### src/rtl/jump_enc_pkg.sv
// Shared types and constants for the J-type jump target encoder.
// Entry layout is {instr, err}; both the queue and the top level use it.
package jump_enc_pkg;

   localparam logic [5:0] OP_J   = 6'h02;
   localparam logic [5:0] OP_JAL = 6'h03;

   localparam int ERR_ALIGN  = 0;
   localparam int ERR_REGION = 1;

   localparam int CNT_W = 16;

   typedef struct packed {
      logic [31:0] instr;
      logic [1:0]  err;
   } entry_t;

   // Counters stick at all-ones instead of wrapping.
   function automatic logic [CNT_W-1:0] sat_inc(input logic [CNT_W-1:0] v);
      return (&v) ? v : v + 1'b1;
   endfunction

endpackage

### src/rtl/jump_enc_fifo.sv
// Small pointer-based FIFO of encoded {instr, err} entries.
// Head is read straight from storage, so it cannot change until popped.
module jump_enc_fifo
   import jump_enc_pkg::*;
#(
   parameter int DEPTH = 2
) (
   input  logic   clk,
   input  logic   rst_n,
   input  logic   push,
   input  logic   pop,
   input  entry_t wr_data,
   output entry_t rd_data,
   output logic   full,
   output logic   empty
);

   localparam int PTR_W = (DEPTH > 1) ? $clog2(DEPTH) : 1;
   localparam int CNT_BITS = $clog2(DEPTH + 1);

   entry_t              mem [DEPTH];
   logic [PTR_W-1:0]    wr_ptr;
   logic [PTR_W-1:0]    rd_ptr;
   logic [CNT_BITS-1:0] count;
   logic                do_push;
   logic                do_pop;

   assign full    = (count == CNT_BITS'(DEPTH));
   assign empty   = (count == '0);
   assign do_push = push && !full;
   assign do_pop  = pop && !empty;
   assign rd_data = mem[rd_ptr];

   function automatic logic [PTR_W-1:0] ptr_inc(input logic [PTR_W-1:0] p);
      return (p == PTR_W'(DEPTH - 1)) ? '0 : p + 1'b1;
   endfunction

   always_ff @(posedge clk or negedge rst_n) begin
      if (!rst_n) begin
         for (int i = 0; i < DEPTH; i++) mem[i] <= '0;
         wr_ptr <= '0;
         rd_ptr <= '0;
         count  <= '0;
      end else begin
         if (do_push) begin
            mem[wr_ptr] <= wr_data;
            wr_ptr      <= ptr_inc(wr_ptr);
         end
         if (do_pop) rd_ptr <= ptr_inc(rd_ptr);
         case ({do_push, do_pop})
            2'b10:   count <= count + 1'b1;
            2'b01:   count <= count - 1'b1;
            default: count <= count;
         endcase
      end
   end

endmodule

### src/rtl/jump_target_encoder.sv
// Turns an absolute jump target into a J-type word {opcode, target[27:2]},
// flagging targets the jump-address composer could not reproduce.
module jump_target_encoder
   import jump_enc_pkg::*;
#(
   parameter int DEPTH = 2
) (
   input  logic             clk_i,
   input  logic             rst_i,
   input  logic             in_valid_i,
   output logic             in_ready_o,
   input  logic [31:0]      pc_i,
   input  logic [31:0]      target_i,
   input  logic             link_i,
   output logic             out_valid_o,
   input  logic             out_ready_i,
   output logic [31:0]      instr_o,
   output logic [1:0]       err_o,
   output logic [CNT_W-1:0] jump_cnt_o,
   output logic [CNT_W-1:0] err_cnt_o
);

   entry_t     req;
   entry_t     head;
   logic [3:0] region;
   logic       full;
   logic       empty;
   logic       accept;

   // The composer takes the upper nibble from PC+4, which may carry out of PC.
   assign region = 4'((pc_i + 32'd4) >> 28);

   always_comb begin
      req                 = '0;
      req.instr           = {(link_i ? OP_JAL : OP_J), target_i[27:2]};
      req.err[ERR_ALIGN]  = (target_i[1:0] != 2'b00);
      req.err[ERR_REGION] = (target_i[31:28] != region);
   end

   assign accept      = in_valid_i && !full;
   assign in_ready_o  = !full;
   assign out_valid_o = !empty;
   assign instr_o     = head.instr;
   assign err_o       = head.err;

   jump_enc_fifo #(.DEPTH(DEPTH)) u_fifo (
      .clk     (clk_i),
      .rst_n   (rst_i),
      .push    (accept),
      .pop     (out_ready_i),
      .wr_data (req),
      .rd_data (head),
      .full    (full),
      .empty   (empty)
   );

   always_ff @(posedge clk_i or negedge rst_i) begin
      if (!rst_i) begin
         jump_cnt_o <= '0;
         err_cnt_o  <= '0;
      end else if (accept) begin
         jump_cnt_o <= sat_inc(jump_cnt_o);
         if (req.err != 2'b00) err_cnt_o <= sat_inc(err_cnt_o);
      end
   end

endmodule
### config.mk
export PLATFORM = sky130hd
export DESIGN_NAME = jump_target_encoder
export DESIGN_NICKNAME = d
export VERILOG_FILES = /design/src/rtl/jump_enc_pkg.sv /design/src/rtl/jump_enc_fifo.sv /design/src/rtl/jump_target_encoder.sv
export SDC_FILE = /design/constraint.sdc
export NUM_CORES = 1
export LEC_CHECK = 0
export ABC_AREA = 1
export ABC_CLOCK_PERIOD_IN_PS = 3100
export BUFFER_PORTS_ARGS = -buffer_cell sky130_fd_sc_hd__buf_2
export CORE_ASPECT_RATIO = 1.75
export CORE_UTILIZATION = 58
export CTS_CLUSTER_DIAMETER = 50
export DETAILED_ROUTE_END_ITERATION = 12
export GPL_TIMING_DRIVEN = 0
export PLACE_DENSITY_LB_ADDON = 0.1
export SETUP_SLACK_MARGIN = 0.3
export SLEW_MARGIN = 20
export SYNTH_ARGS = -nofsm -noshare
export SYNTH_HDL_FRONTEND = slang
export SYNTH_HIERARCHICAL = 1
export SYNTH_SLANG_ARGS = --single-unit
### constraint.sdc
create_clock -name clk_i -period 3.1 [get_ports clk_i]
set_input_delay 0.62 -clock clk_i [delete_from_list [all_inputs] [get_ports clk_i]]
set_output_delay 0.62 -clock clk_i [all_outputs]
set_load 0.02 [all_outputs]
; ---- Yosys cells after proc, flatten, opt, wreduce, memory -nomap -nowiden
; Index checks and enable logic that the tools add are counted.
[classes]
addsub = 7
muxes = 10
order_cmp = 3
n_reduce_logical = 14
n_eq_ne = 4
n_bitwise = 4
[ops]
columns = operator, count
row1 = $mux W34, 4
row2 = $bwmux W68, 1
row3 = $demux W34 S1, 1
row4 = $add A16 B1 Y16 const B, 2
row5 = $add A32 B3 Y32 const B, 1
row6 = $reduce_and A16 Y1, 2
row7 = $reduce_bool A2 Y1, 3
row8 = $eq A2 B2 Y1 const B, 2
row9 = $ge A2 B2 Y1 const B, 2
row10 = $logic_and A1 B1 Y1, 4
row11 = $ne A4 B4 Y1, 1
row12 = $not A1 Y2, 2
row13 = $pmux W2 S2, 1
row14 = $mux W1, 3
row15 = $reduce_and A3 Y1, 1
row16 = $add A1 B1 Y1 const B, 2
row17 = $add A2 B1 Y2 const B, 1
row18 = $eq A2 B1 Y1 const B, 1
row19 = $logic_not A1 Y1, 2
row20 = $logic_not A2 Y1, 1
row21 = $lt A2 B1 Y1 const B, 1
row22 = $not A1 Y1, 2
row23 = $reduce_and A2 Y1, 1
row24 = $sub A2 B1 Y2 const B, 1
[totals]
regBits = 104
inputBits = 69

; ---- Longest topological paths before layout
[logic_depth]
depth_word = 6
ltp_mapped = 16

; ---- Hierarchy
; Netlist, hierarchy kept.
[modules_own_cells]
columns = mod, instances, seq_area_each_um2, cells_each, area_per_inst_um2
row1 = jump_enc_fifo, 1, 1801.7, 441, 3475.8
row2 = jump_target_encoder, 1, 800.8, 320, 2197.1

; ---- Worst setup path before layout
; No wires, ideal clock.
[synth_path]
path_kind = register to register
start = register u_fifo.count[0]
end = register u_fifo.count[1]
period_less_slack_ns = 2.138
slack_ns = 0.962
arrival_time_ns = 2.021
stages_incl_launch_ff = 16
required_time_ns = 2.983
cell_sequence = dfrtp_1 inv_2 nand2_4 buf_2 inv_1 inv_1 nand2_1 inv_1 buf_4 buf_4 nand2_1 ha_1 inv_1 nand3_1 nand2_1 nand2_1
[synth_between]
elab_chain_len = 6
elab_cells_between_ends = 13
cone_classes = 2 x add/sub / 3 x eq/ne / 1 x mux / 7 x reduce/logical
[synth_lines]
columns = element, line
row1 = from (decl), jump_enc_fifo.sv:24  ; logic [CNT_BITS-1:0] count;
row2 = from (signal assigned), jump_enc_fifo.sv:51  ; 2'b10: count <= count + 1'b1;
row3 = from (signal assigned), jump_enc_fifo.sv:52  ; 2'b01: count <= count - 1'b1;
row4 = from (signal assigned), jump_enc_fifo.sv:53  ; default: count <= count;
row5 = $eq A2 B2 Y1 (*), jump_enc_fifo.sv:28  ; assign full = (count == CNT_BITS'(DEPTH));
row6 = via full, jump_target_encoder.sv:26  ; logic full;
row7 = $logic_not A1 Y1 (*), n/a
row8 = via in_ready_o, jump_target_encoder.sv:11  ; output logic in_ready_o,
row9 = $logic_and A1 B1 Y1 (*), jump_target_encoder.sv:40  ; assign accept = in_valid_i && !full;
row10 = via accept, jump_target_encoder.sv:28  ; logic accept;
row11 = $logic_and A1 B1 Y1 (*), jump_enc_fifo.sv:30  ; assign do_push = push && !full;
row12 = $eq A2 B1 Y1 or $eq A2 B2 Y1 (tied branches), jump_enc_fifo.sv:50  ; case ({do_push, do_pop})
row13 = $pmux W2 S2 or $reduce_bool A2 Y1 (tied branches), n/a
; Mark *: on every way through the listed nets, which the timed path passes. The rest lies on a longest branch.
; A chain may end at the register's enable or synchronous reset.

; ---- Worst setup path after layout
[layout_path]
start = register u_fifo.rd_ptr
end = output port instr_o[14]
[layout_between]
elab_chain_len = 4
[layout_lines]
columns = element, line
row1 = from (decl), jump_enc_fifo.sv:23  ; logic [PTR_W-1:0] rd_ptr;
row2 = from (signal assigned), jump_enc_fifo.sv:49  ; if (do_pop) rd_ptr <= ptr_inc(rd_ptr);
row3 = $not A1 Y2 (implied by the code), jump_enc_fifo.sv:32  ; assign rd_data = mem[rd_ptr];
row4 = $mux W34 (implied by the code) (3 in series), jump_enc_fifo.sv:32
row5 = to (decl), jump_target_encoder.sv:17  ; output logic [31:0] instr_o,
; No other way between the ends. The select of a mux whose other input is x is not followed.

==> impl_metrics.yaml <==
sta:
  rsz0062_at_grt: "no"
  worst_slew_pin_slew_ns: 0.553
  clock.fmax_mhz: 405
  hold_violations: 0
  holdWs_ns: 0.117
  setup_viol: 0
  finalClockSkew_ns: 0.00921
  slew-limit-headroom: 0.631
  min_period_ns: 2.47
  period_share: 0.797
  fin_ws_ns: 0.630
  slew_viol_final: 0
  fin_setup_tns_ns: 0
layout:
  nFillCells: 808
  design_area_um2: 6890
  antenna_cells: 0
  nets: 987
  final_util: 0.728
  drive_gt1_frac: 0.213
  ff_latch_area_um2: 2600
  area_delta_synth_final_pct: 21.5
  multi_input_area_um2: 2730
yosys:
  synthMuxAreaShare: 0
  ys_warn_count: 6
  synth.top_cell.area_share: 0.459
  yosys.area.top_type: "dfrtp_1"
  synthDistinctLibCells: 28
  syn_avg_cell_area_um2: 7.45
  yosysMostFrequentCell: "nand2_1"
  synthesis.area_um2: 5670
  netlist_top_cells_area: "dfrtp_1 (46%), nand2_1 (24%), nand4_1 (8.3%), nand3_1 (2.9%), xor2_1 (2.8%)"
  synth_top_family_by_area: "simple AND/OR/NAND/NOR gates"
  synth_common_cells: "nand2_1 (368), dfrtp_1 (104), nand4_1 (75)"
  synth-compound-area-share: 0.00507
  synth-seq-area-share: 0.459
  synthFlopType: "dfrtp_1"
  synth_cells: 761
  ys_seq_elements: 104
  async_reset_ff_frac: 1.00
  synth_fa_ha_area_frac: 0.00662
  synth_xor_xnor_area_share: 0.0494
  synthSimpleGateAreaFrac: 0.414
  synth_enable_flop_cells: 0
flow_run:
  drv_cap: 0
floorplanning:
  coreArea_um2: 9470
  rows: 47
  io_pins: 137
  die_w_um: 76.8
  die-area_um2: 10200
  die_height_um: 133
  start_util: 0.599
place:
  dp_worst_setup_slack_ns: 0.701
  port_buffers: 134
  hpwl_um: 10900
  placed_area_um2: 6560
  gp_congestion: 0.920
min_path:
  hp-class: "input pin to asynchronous set/reset pin"
route:
  viasPerCell: 5.48
  routed_wl_um: 15300
  ant_nets: 0
  drtIter0Drc: 410
  drc: 0
  wl_per_cell_um: 14.7
  first_pass_iters: 5
  vias: 5713
worst_setup_path:
  end_kind: "output pin"
  reg2reg_from: "u_fifo/count[0]$_DFFE_PN0P_"
  startpoint: "u_fifo/rd_ptr$_DFFE_PN0P_"
  arrival_ns: 1.85
  cp.required_ns: 2.48
  crit_fanout: 10
  crit_type: "flip-flop to output pin"
  worstSetupStartpointType: "flip-flop"
  r2r_setup_slack_ns: 0.64
clocking:
  insertion_delay_ns: 0.35
  clock_sinks: 104
  cts_made_buffers: 9
  htreeDepth: 3
  clk_pin_slew_ns: 0.07
  clock_path_buffers: 2
  cts_hold_buf: 0
  cts_setup_buffers: 0
  root_buffer: "clkbuf_16"
  cts_resized: 0
  cts_tree: "yes"
global_route:
  grt_pass1_vias: 5691
  grt-ovfl-total: 0
  grt_max_degree: 83
  grt_pass1_wl_um: 25500
  grt_use_total: 0.313
  antenna_found_initial: 0
power:
  power_switching_mw: 2.96
  p_int_mw: 3.63
  p_comb_frac: 0.472
  clkPwrFrac: 0.189
  swShare: 0.450
  powerDensity_nw_per_um2: 956
  p_leak_nw: 3.84
  vdd_drop_max_uv: 486
  seqPwrFrac: 0.339
run_status:
  status: "finished clean"
==> metrics by stage <==
step	cells	power, mW
3_3_place_gp	1025	5.21
2_1_floorplan	769	4.31
6_report	1042	6.59
5_1_grt	1042	7.02
4_1_cts	1042	6.60
3_5_place_dp	1026	5.32
==> worst max-delay path, cell delays in order, from the launching register on <==
cell	delay [ns]
dfrtp_1	0.34
buf_2	0.23
clkinv_1	0.29
buf_2	0.30
nand2_1	0.11
nand2_1	0.06
buf_2	0.15
==> cell type report <==
cell class,instances,area share
Multi-Input combinational cell,588,0.397
Sequential cell,104,0.378
Timing Repair Buffer,135,0.102
Clock buffer,11,0.0367
Buffer,40,0.0330
Tap cell,122,0.0221
Inverter,37,0.0202
Clock inverter,5,0.0114
==> sequential cells by signal, indices dropped and copies added (netlist names) <==
name and cells:
u_fifo/wr_ptr 1, jump_cnt_o 16, err_cnt_o 16, u_fifo/mem 68, u_fifo/count 2, u_fifo/rd_ptr 1
==> kinds of logic (layout without fill, tap and decap cells) <==
logic type,after synthesis,after routing
adder cells (fa/ha/maj),3,3
AO/OA/AOI/OAI,5,5
AND/OR/NAND/NOR,538,538
flip-flops,104,104
XOR/XNOR,32,32
other,2,10
buffers and inverters,77,228
==> cells in the final DEF (no fill, tap or decap), drive strengths merged <==
| cell | n |
|---|---|
| ha | 3 |
| buf | 167 |
| inv | 36 |
| nor2 | 43 |
| nor3 | 5 |
| dfrtp | 104 |
| o21ai | 4 |
| nand3 | 36 |
| nand4 | 75 |
| xor2 | 18 |
| xnor2 | 14 |
| clkbuf | 19 |
| a21oi | 1 |
| nor4 | 7 |
| clkinv | 4 |
| bufinv | 2 |
| nand3b | 1 |
| nand2 | 371 |
| conb | 10 |
==> power groups by stage <==
stage / logic, mW / registers (mW) / clock network [mW]
after CTS: 3.11 / 2.22 / 1.27
final: 3.11 / 2.24 / 1.24
after floorplan: 2.05 / 2.26 / 0
after global routing: 3.41 / 2.29 / 1.31
after global placement: 3.00 / 2.21 / 0
after detailed placement: 3.08 / 2.24 / 0
==> final timing paths <==
| kind | end | cells after the start |
|---|---|---|
| min in group clk_i | u_fifo/mem[23]$_DFFE_PN0P_ | 2 |
| max | instr_o[14] | 6 |
| min reg2reg | u_fifo/mem[23]$_DFFE_PN0P_ | 2 |
| max in group asynchronous | u_fifo/mem[18]$_DFFE_PN0P_ | 2 |
| max reg2reg | u_fifo/count[1]$_DFFE_PN0P_ | 15 |
| min | u_fifo/mem[58]$_DFFE_PN0P_ | 1 |
==> metal layers <==
layer,vias to the layer above,GRT usage,share of wire
met5,-,0,0
met4,0,0.135,0.028
met3,38,0.0593,0.061
met2,223,0.582,0.55
met1,2715,0.337,0.36
li1,2737,-,-
No activity file was read; power rests on OpenSTA's default activity.
